`src/rtl/rc4_pkg.sv`:
```
// rc4_pkg: shared state/phase types and S-RAM geometry for the RC4 key-search controller
package rc4_pkg;
   localparam int DEF_KEY_WIDTH = 24;
   localparam int S_DEPTH = 256;
   localparam int S_AW = $clog2(S_DEPTH);
   typedef enum logic [3:0] {
      IDLE, RST_INIT, INIT, RST_SHUF, SHUF, RST_DEC, DEC, NEXT_KEY, FOUND, FAIL
   } ctrl_state_t;
   typedef enum logic [1:0] {PH_NONE, PH_INIT, PH_SHUF, PH_DEC} phase_t;
   // A phase owns the RAM from its reset cycle onward, so the sub-FSM sees its
   // own port the moment it leaves reset.
   function automatic phase_t state_phase(input ctrl_state_t s);
      return (s == RST_INIT || s == INIT) ? PH_INIT :
             (s == RST_SHUF || s == SHUF) ? PH_SHUF :
             (s == RST_DEC  || s == DEC)  ? PH_DEC  : PH_NONE;
   endfunction
endpackage

```
`src/rtl/s_ram_port_mux.sv`:
```
// s_ram_port_mux: combinational 3:1 grant of the single S-RAM port to the active phase
//   phase                 : selects init / shuffle / decrypt requester, PH_NONE parks the port
//   init_* / shuf_* / dec_* : requester address, write data, write enable
//   ram_*                 : S-RAM port (all zero when no phase is active)
module s_ram_port_mux
   import rc4_pkg::*;
(
   input  phase_t          phase,
   input  logic [S_AW-1:0] init_address,
   input  logic [7:0]      init_data,
   input  logic            init_wren,
   input  logic [S_AW-1:0] shuf_address,
   input  logic [7:0]      shuf_data,
   input  logic            shuf_wren,
   input  logic [S_AW-1:0] dec_address,
   input  logic [7:0]      dec_data,
   input  logic            dec_wren,
   output logic [S_AW-1:0] ram_address,
   output logic [7:0]      ram_data,
   output logic            ram_wren
);
   assign ram_address = phase == PH_INIT ? init_address :
                        phase == PH_SHUF ? shuf_address :
                        phase == PH_DEC  ? dec_address  : '0;
   assign ram_data    = phase == PH_INIT ? init_data :
                        phase == PH_SHUF ? shuf_data :
                        phase == PH_DEC  ? dec_data  : '0;
   assign ram_wren    = phase == PH_INIT ? init_wren :
                        phase == PH_SHUF ? shuf_wren :
                        phase == PH_DEC  ? dec_wren  : 1'b0;
endmodule

```
`src/rtl/rc4_search_ctrl.sv`:
```
// rc4_search_ctrl: sequences init/shuffle/decrypt per candidate key and owns the S-RAM port
//   clk, reset (async, active-low), start (level, honoured only when not busy)
//   secret_key                         : current candidate key
//   sub_reset_n, *_start               : registered controls to the phase sub-FSMs
//   *_done, decrypt_valid              : phase status (done only honoured for the active phase)
//   init_* / shuf_* / dec_*            : requester RAM ports, ram_* : granted S-RAM port
//   busy, key_found, key_fail          : search status
module rc4_search_ctrl
   import rc4_pkg::*;
#(
   parameter int KEY_WIDTH = DEF_KEY_WIDTH,
   parameter logic [KEY_WIDTH-1:0] KEY_START = '0,
   parameter logic [KEY_WIDTH-1:0] KEY_MAX = KEY_WIDTH'(24'h3FFFFF)
) (
   input  logic                 clk,
   input  logic                 reset,
   input  logic                 start,
   output logic [KEY_WIDTH-1:0] secret_key,
   output logic                 sub_reset_n,
   output logic                 init_start,
   output logic                 shuffle_start,
   output logic                 decrypt_start,
   input  logic                 init_done,
   input  logic                 shuffle_done,
   input  logic                 decrypt_done,
   input  logic                 decrypt_valid,
   input  logic [S_AW-1:0]      init_address,
   input  logic [7:0]           init_data,
   input  logic                 init_wren,
   input  logic [S_AW-1:0]      shuf_address,
   input  logic [7:0]           shuf_data,
   input  logic                 shuf_wren,
   input  logic [S_AW-1:0]      dec_address,
   input  logic [7:0]           dec_data,
   input  logic                 dec_wren,
   output logic [S_AW-1:0]      ram_address,
   output logic [7:0]           ram_data,
   output logic                 ram_wren,
   output logic                 busy,
   output logic                 key_found,
   output logic                 key_fail
);
   ctrl_state_t state, state_nx;
   logic at_rest, at_rest_nx;
   assign at_rest    = state == IDLE || state == FOUND || state == FAIL;
   assign at_rest_nx = state_nx == IDLE || state_nx == FOUND || state_nx == FAIL;
   always_comb begin
      state_nx = state;
      case (state)
         IDLE, FOUND, FAIL: state_nx = start ? RST_INIT : state;
         RST_INIT:          state_nx = INIT;
         INIT:              state_nx = init_done ? RST_SHUF : INIT;
         RST_SHUF:          state_nx = SHUF;
         SHUF:              state_nx = shuffle_done ? RST_DEC : SHUF;
         RST_DEC:           state_nx = DEC;
         DEC:               state_nx = !decrypt_done ? DEC :
                                       decrypt_valid ? FOUND :
                                       secret_key == KEY_MAX ? FAIL : NEXT_KEY;
         NEXT_KEY:          state_nx = RST_INIT;
         default:           state_nx = IDLE;
      endcase
   end
   // Phase controls are registered from the current state, so each start rises
   // one cycle after its one-cycle sub_reset_n pulse; status flags track state_nx
   // so they line up with the state itself.
   always_ff @(posedge clk or negedge reset) begin
      if (!reset) begin
         state         <= IDLE;
         secret_key    <= KEY_START;
         sub_reset_n   <= 1'b0;
         init_start    <= 1'b0;
         shuffle_start <= 1'b0;
         decrypt_start <= 1'b0;
         busy          <= 1'b0;
         key_found     <= 1'b0;
         key_fail      <= 1'b0;
      end else begin
         state         <= state_nx;
         if (at_rest && start)
            secret_key <= KEY_START;
         else if (state == NEXT_KEY)
            secret_key <= secret_key + KEY_WIDTH'(1);
         sub_reset_n   <= !(state == RST_INIT || state == RST_SHUF || state == RST_DEC);
         init_start    <= state == INIT;
         shuffle_start <= state == SHUF;
         decrypt_start <= state == DEC;
         busy          <= !at_rest_nx;
         key_found     <= state_nx == FOUND;
         key_fail      <= state_nx == FAIL;
      end
   end
   s_ram_port_mux u_mux (
      .phase        (state_phase(state)),
      .init_address (init_address),
      .init_data    (init_data),
      .init_wren    (init_wren),
      .shuf_address (shuf_address),
      .shuf_data    (shuf_data),
      .shuf_wren    (shuf_wren),
      .dec_address  (dec_address),
      .dec_data     (dec_data),
      .dec_wren     (dec_wren),
      .ram_address  (ram_address),
      .ram_data     (ram_data),
      .ram_wren     (ram_wren)
   );
endmodule

```
`config.mk`:
```
export PLATFORM = sky130hd
export DESIGN_NAME = rc4_search_ctrl
export DESIGN_NICKNAME = d
export VERILOG_FILES = /design/src/rtl/rc4_pkg.sv /design/src/rtl/s_ram_port_mux.sv /design/src/rtl/rc4_search_ctrl.sv
export SDC_FILE = /design/constraint.sdc
export NUM_CORES = 1
export LEC_CHECK = 0
export ABC_CLOCK_PERIOD_IN_PS = 2300
export BUFFER_PORTS_ARGS = -buffer_cell sky130_fd_sc_hd__buf_2
export CORE_ASPECT_RATIO = 1.5
export CORE_UTILIZATION = 42
export CTS_CLUSTER_DIAMETER = 150
export DETAILED_ROUTE_END_ITERATION = 7
export GPL_ROUTABILITY_DRIVEN = 0
export MAX_ROUTING_LAYER = met4
export PLACE_DENSITY_LB_ADDON = 0.05
export SKIP_LAST_GASP = 1
export SLEW_MARGIN = 20
export SYNTH_ARGS = -nofsm -noshare
export SYNTH_HDL_FRONTEND = slang
export SYNTH_SLANG_ARGS = --single-unit
```
`constraint.sdc`:
```
create_clock -name clk -period 2.3 [get_ports clk]
set_clock_uncertainty 0.1 [all_clocks]
set_input_delay 0.115 -clock clk [delete_from_list [all_inputs] [get_ports clk]]
set_output_delay 0.115 -clock clk [all_outputs]
set_load 0.02 [all_outputs]
```
-- Word level (Yosys, flattened, before mapping)
Index checks and enable logic that the tools add are counted.
- mux-type cells: 21
- eq/ne operators: 15
- reductions and logical operators: 16
- add/sub/neg operators: 1
- operator list (kind ; number):
    24-bit 2-to-1 mux ; 2
    8-bit 2-to-1 mux ; 6
    4-bit one-hot mux with 8 select lines ; 1
    24-bit by 1-bit adder with 24-bit output, second input constant ; 1
    24-bit by 22-bit == test with 1-bit output, second input constant ; 1
    4-bit by 3-bit == test with 1-bit output, second input constant ; 4
    4-bit == test, second input constant ; 4
    4-bit 2-to-1 mux ; 4
    1-bit logical OR ; 9
    4-bit by 2-bit == test with 1-bit output, second input constant ; 2
    4-bit logical NOT ; 2
    2-bit 2-to-1 mux ; 3
    1-bit 2-to-1 mux ; 5
    2-bit == test, second input constant ; 2
    4-bit by 1-bit == test with 1-bit output, second input constant ; 1
    3-bit OR reduction ; 1
    2-bit by 1-bit == test with 1-bit output, second input constant ; 1
    1-bit logical NOT ; 2
    2-bit nonzero test ; 1
    1-bit logical AND ; 1
- output and inout port bits: 48
- logic and storage cells: 62
- bits of input ports: 58
- register bits: 35

-- Depth between registers and ports, before layout
- word-level depth: 9
- mapped depth: 7
- depth with buffers taken out: 6

-- By module
A second synthesis with hierarchy kept.
- cell total of the unflattened synthesis: 224
- area total of the unflattened synthesis: 2248.4 um^2
- modules (own cells, without submodules) (module ; seq. area each (um^2) ; times used ; area each (um^2) ; cells an instance):
    rc4_search_ctrl ; 875.8 ; 1 ; 1794.2 ; 183
    s_ram_port_mux ; 0.0 ; 1 ; 454.2 ; 41

-- Worst setup path before layout
OpenSTA, ideal clock, no wires.
- path kind: flip-flop to flip-flop
- start: register secret_key[4]
- end: register busy
- setup time: 0.139 ns
- cell stages (with the launch flop): 6
- path buffers: 0
- period minus slack after synthesis: 2.217 ns
- data required time: 2.061 ns
- setup slack: 0.083 ns
- arrival time: 1.978 ns
- cells stage by stage: dfrtp_1 > nand4_2 > or4_4 > a211oi_4 > mux2i_1 > or4_1
- cells in the longest elaborated chain, start to end: 9
- elaborated cells on any way between the ends: 11
- classes of those cells: 3 x eq/ne; 4 x mux; 4 x reduce/logical
- ends and longest elaborated chain (item ; line ; source):
    start: declaration ; rc4_search_ctrl.sv:18 ; output logic [KEY_WIDTH-1:0] secret_key,
    start signal: assignment ; rc4_search_ctrl.sv:82 ; secret_key <= secret_key + KEY_WIDTH'(1);
    24-bit by 22-bit == test with 1-bit output * ; rc4_search_ctrl.sv:58 ; secret_key == KEY_MAX ? FAIL : NEXT_KEY;
    4-bit 2-to-1 mux * ; rc4_search_ctrl.sv:58 ;
    4-bit 2-to-1 mux * ; rc4_search_ctrl.sv:57 ; decrypt_valid ? FOUND :
    4-bit 2-to-1 mux * ; rc4_search_ctrl.sv:56 ; DEC: state_nx = !decrypt_done ? DEC :
    4-bit one-hot mux with 8 select lines * ; rc4_search_ctrl.sv:49 ; case (state)
    via state_nx[3] ; rc4_search_ctrl.sv:43 ; ctrl_state_t state, state_nx;
    4-bit == test or 4-bit logical NOT (tied branches) ; rc4_search_ctrl.sv:46 ; assign at_rest_nx = state_nx == IDLE || state_nx == FOUND || state_nx == FAIL;
    1-bit logical OR ; rc4_search_ctrl.sv:46 ;
    1-bit logical OR * ; rc4_search_ctrl.sv:46 ;
    1-bit logical NOT * ; rc4_search_ctrl.sv:87 ; busy <= !at_rest_nx;
    end signal: assignment ; rc4_search_ctrl.sv:87 ;
    end: declaration ; rc4_search_ctrl.sv:39 ; output logic busy,
The timed path passes the listed nets; every way through them passes the cells marked *.
A chain may end at the register's enable or synchronous reset.

-- Worst setup path after layout
- start: register secret_key[6]
- end: register busy
Same word-level chain as after synthesis.

==> run metrics <==
Critical Path Fanout Max=4; Synth Area per Inst=about 9 um2; Static Leak=0.00155 uW; r2r setup slk=approximately 90 ps; initial antenna violation count=0; Post-Syn Instances=~230; R2R Path Start=secret_key[6]; vias in the first global route=roughly 2000; buffers plus inverters on the worst setup path=0; Die H=88.1 um; Slowest Stage Delay on Critical Path=slightly above 600 ps; Initial DRT Pass Iterations=8; setup ws final=90.1 ps; Iteration-0 DRC Markers=between 150 and 200; via count=2228; Critical Path, Cell by Cell=nand4_2 -> or4_4 -> a211oi_4 -> mux2i_1 -> or4_1; IO Pins=106; Worst Setup Start Kind=flop; clock sink total=35; CTS tree=done; Num CTS Buffers=5; Synth Flop Type=dfrtp_1; number of diodes=0; Crit path max-delay family=simple AND/OR/NAND/NOR gates; synthesized area=0.00208 mm2; Syn Nets=285; Vias/cell=between 5 and 6; r2r worst-path depth=5; Critical Path Sink=busy; #FFs+latches synth=35; ANT nets after route=0; outcome=finished, final reports clean; Clk pin slew, worst setup/hold paths=70 ps; port bufs=between 100 and 150; first-pass GRT wire length=just over 9 mm; detailed placement HPWL=between 4 and 5 mm; CP Launch Point=secret_key[6]; highest-delay cell along the critical path=or4_4; Setup crit end kind=flop; clk buf depth=2; share of cells above drive strength 1=roughly 42%; Post-synth EDFFs=0; CTS HTree Levels=2; worst slew pin tran=approximately 770 ps; WP data arrival=between 2000 and 2500 ps; Levels on crit path=5; Slew Limit Fails=0; DRT Wirelength=approximately 6.2 mm; final hold vios=0; crit path time final=roughly 2200 ps; worst hold slack=between 80 and 90 ps; largest net degree at the start of global routing=36; final setup vio count=0; period utilization=96.1%; placed insts=a little under 400; fillers=450; min-delay worst type=in -> reg; peak supply drop=~0.00077 V; Die Footprint=0.00523 mm2; Die Wd=a little under 60 um; Max Freq=about 450 MHz; clock latency on the worst-skew pair=290 ps; Placement Setup Slack=~19 ps; CTS Root Buffer Type=clkbuf_8; Post-synth ARST share=100%; sequential share of the synthesized area=between 40% and 50%; PwrDens=between 1000 and 1500 mW/mm2; Worst Path Required=between 2000 and 2500 ps; Unique masters post-synth=40; Non-Filler Instances=about 410; DR DRC count=0; Rel. slew slack=about 49%; YS warnings=0; routed length per instance=15.0 um; Crit Reg-Reg Endpoint=busy; GR Util All Layers=between 20% and 30%; Initial Utilization=43.5%; critical path class=reg -> reg; # rows=31; Layout area overhead=40.3%; max-cap viol count=0; total gr overflow=0; Layout Nets=around 400; core area=0.00477 mm2
-- per-layer routing --
layer	up-vias	track usage [%]	share of wire, %
met4	0	9.74	1.9
met5	-	-	0
li1	1055	-	-
met3	10	3.55	5.6
met2	92	41.4	54
met1	1071	27.1	38
-- Yosys cell counts (6+ instances only) --
cell       n  area [um2]
clkbuf_1   7        26.3
nand2_1    8        30.0
nor3_1     7        35.0
nand4_1    8        50.1
inv_1     22        82.6
nand3_1    8        40.0
xor2_1     6        52.6
a222oi_1  17         170
xnor2_1   17         149
nor2_1    33         124
dfrtp_1   35         876
-- worst min-delay path by stage --
| stage | slack [ps] | to | depth (start not counted) | from |
|---|---|---|---|---|
| floorplan | -280 | busy | 0 | reset |
| global placement | 140 | secret_key[6] | 1 | reset |
| detailed placement | 140 | secret_key[6] | 1 | reset |
| CTS | 80 | state[0] | 3 | decrypt_done |
| global route | 100 | state[0] | 3 | decrypt_done |
| finish | 90 | state[0] | 3 | decrypt_done |
-- cells by family after synthesis --
kind of cell	share of synthesized area [%]
adder cells (fa/ha/maj)	0.603
AO/OA/AOI/OAI	14.5
buffers and inverters	6.45
flip-flops	42.2
AND/OR/NAND/NOR	25.6
multiplexers	0.964
XOR/XNOR	9.70
-- placed cells by master, fill, tap and decap left out, types with 2 or more instances in the layout --
master | netlist | routed
a2111oi_0 | 2 | 2
a211oi_1 | 2 | 2
a21o_1 | 2 | 2
a21oi_1 | 4 | 4
a222oi_1 | 17 | 17
a22oi_1 | 2 | 2
and2_1 | 3 | 3
and3_1 | 5 | 5
buf_2 | 5 | 105
buf_4 | 0 | 16
clkbuf_8 | 0 | 5
dfrtp_1 | 35 | 30
dfrtp_2 | 0 | 5
inv_1 | 22 | 22
mux2i_1 | 2 | 2
nand2_1 | 8 | 8
nand2b_1 | 3 | 3
nand3_1 | 8 | 8
nand4_1 | 8 | 8
nand4_2 | 2 | 2
nor2_1 | 33 | 32
nor2b_1 | 2 | 2
nor3_1 | 7 | 5
nor3_2 | 0 | 2
nor4_1 | 2 | 2
o211ai_1 | 2 | 2
or3_1 | 5 | 5
xnor2_1 | 17 | 16
xor2_1 | 6 | 6
-- what timing repair did --
item / 4_1_cts / 5_1_grt
endpoints found under the hold margin: 35 / 0
hold buffers: 1 / 0
resized for setup: 3 / 9
setup endpoints to repair: 18 / 18
buffers inserted: 0 / 5
pin swaps: 0 / 2
cloned: 0 / 1
-- registers in the layout, indices dropped and copies added (netlist names) --
| signal | count |
|---|---|
| sub_reset_n | 1 |
| busy | 1 |
| shuffle_start | 1 |
| key_found | 1 |
| init_start | 1 |
| secret_key | 24 |
| state | 4 |
| decrypt_start | 1 |
| key_fail | 1 |
-- worst register-to-register path: cells and delay by family, from the launching register on --
family,cells,cell delay (ps)
simple gates,3,1170
flops,1,430
compound gates,1,280
mux,1,100
-- report_power, final --
group	switching (uW)	internal (uW)
clock network	232	212
logic	1200	753
registers	128	716
total	1560	1680
-- through the flow --
| step | cell area (um2) | util [%] | total power [uW] | setup TNS, ps |
|---|---|---|---|---|
| finish | 2910 | 61.1 | 3240 | 0 |
| floorplan | 2080 | - | 2040 | 0 |
| global route | 2910 | 61.1 | 3470 | -135 |
| detailed placement | 2730 | 57.2 | 2630 | 0 |
| CTS | 2830 | 59.4 | 3110 | 0 |
| global placement | 2730 | 57.2 | 2630 | 0 |
-- layout make-up --
class | instances | area (um2) | share of cell area, %
Clock buffer | 6 | 72.6 | 2.49
Clock inverter | 2 | 12.5 | 0.430
Timing Repair Buffer | 123 | 667 | 22.9
Inverter | 22 | 82.6 | 2.84
Tap cell | 66 | 82.6 | 2.84
Multi-Input combinational cell | 158 | 1110 | 38.2
Sequential cell | 35 | 882 | 30.3
Power figures use the tool's default switching activity.
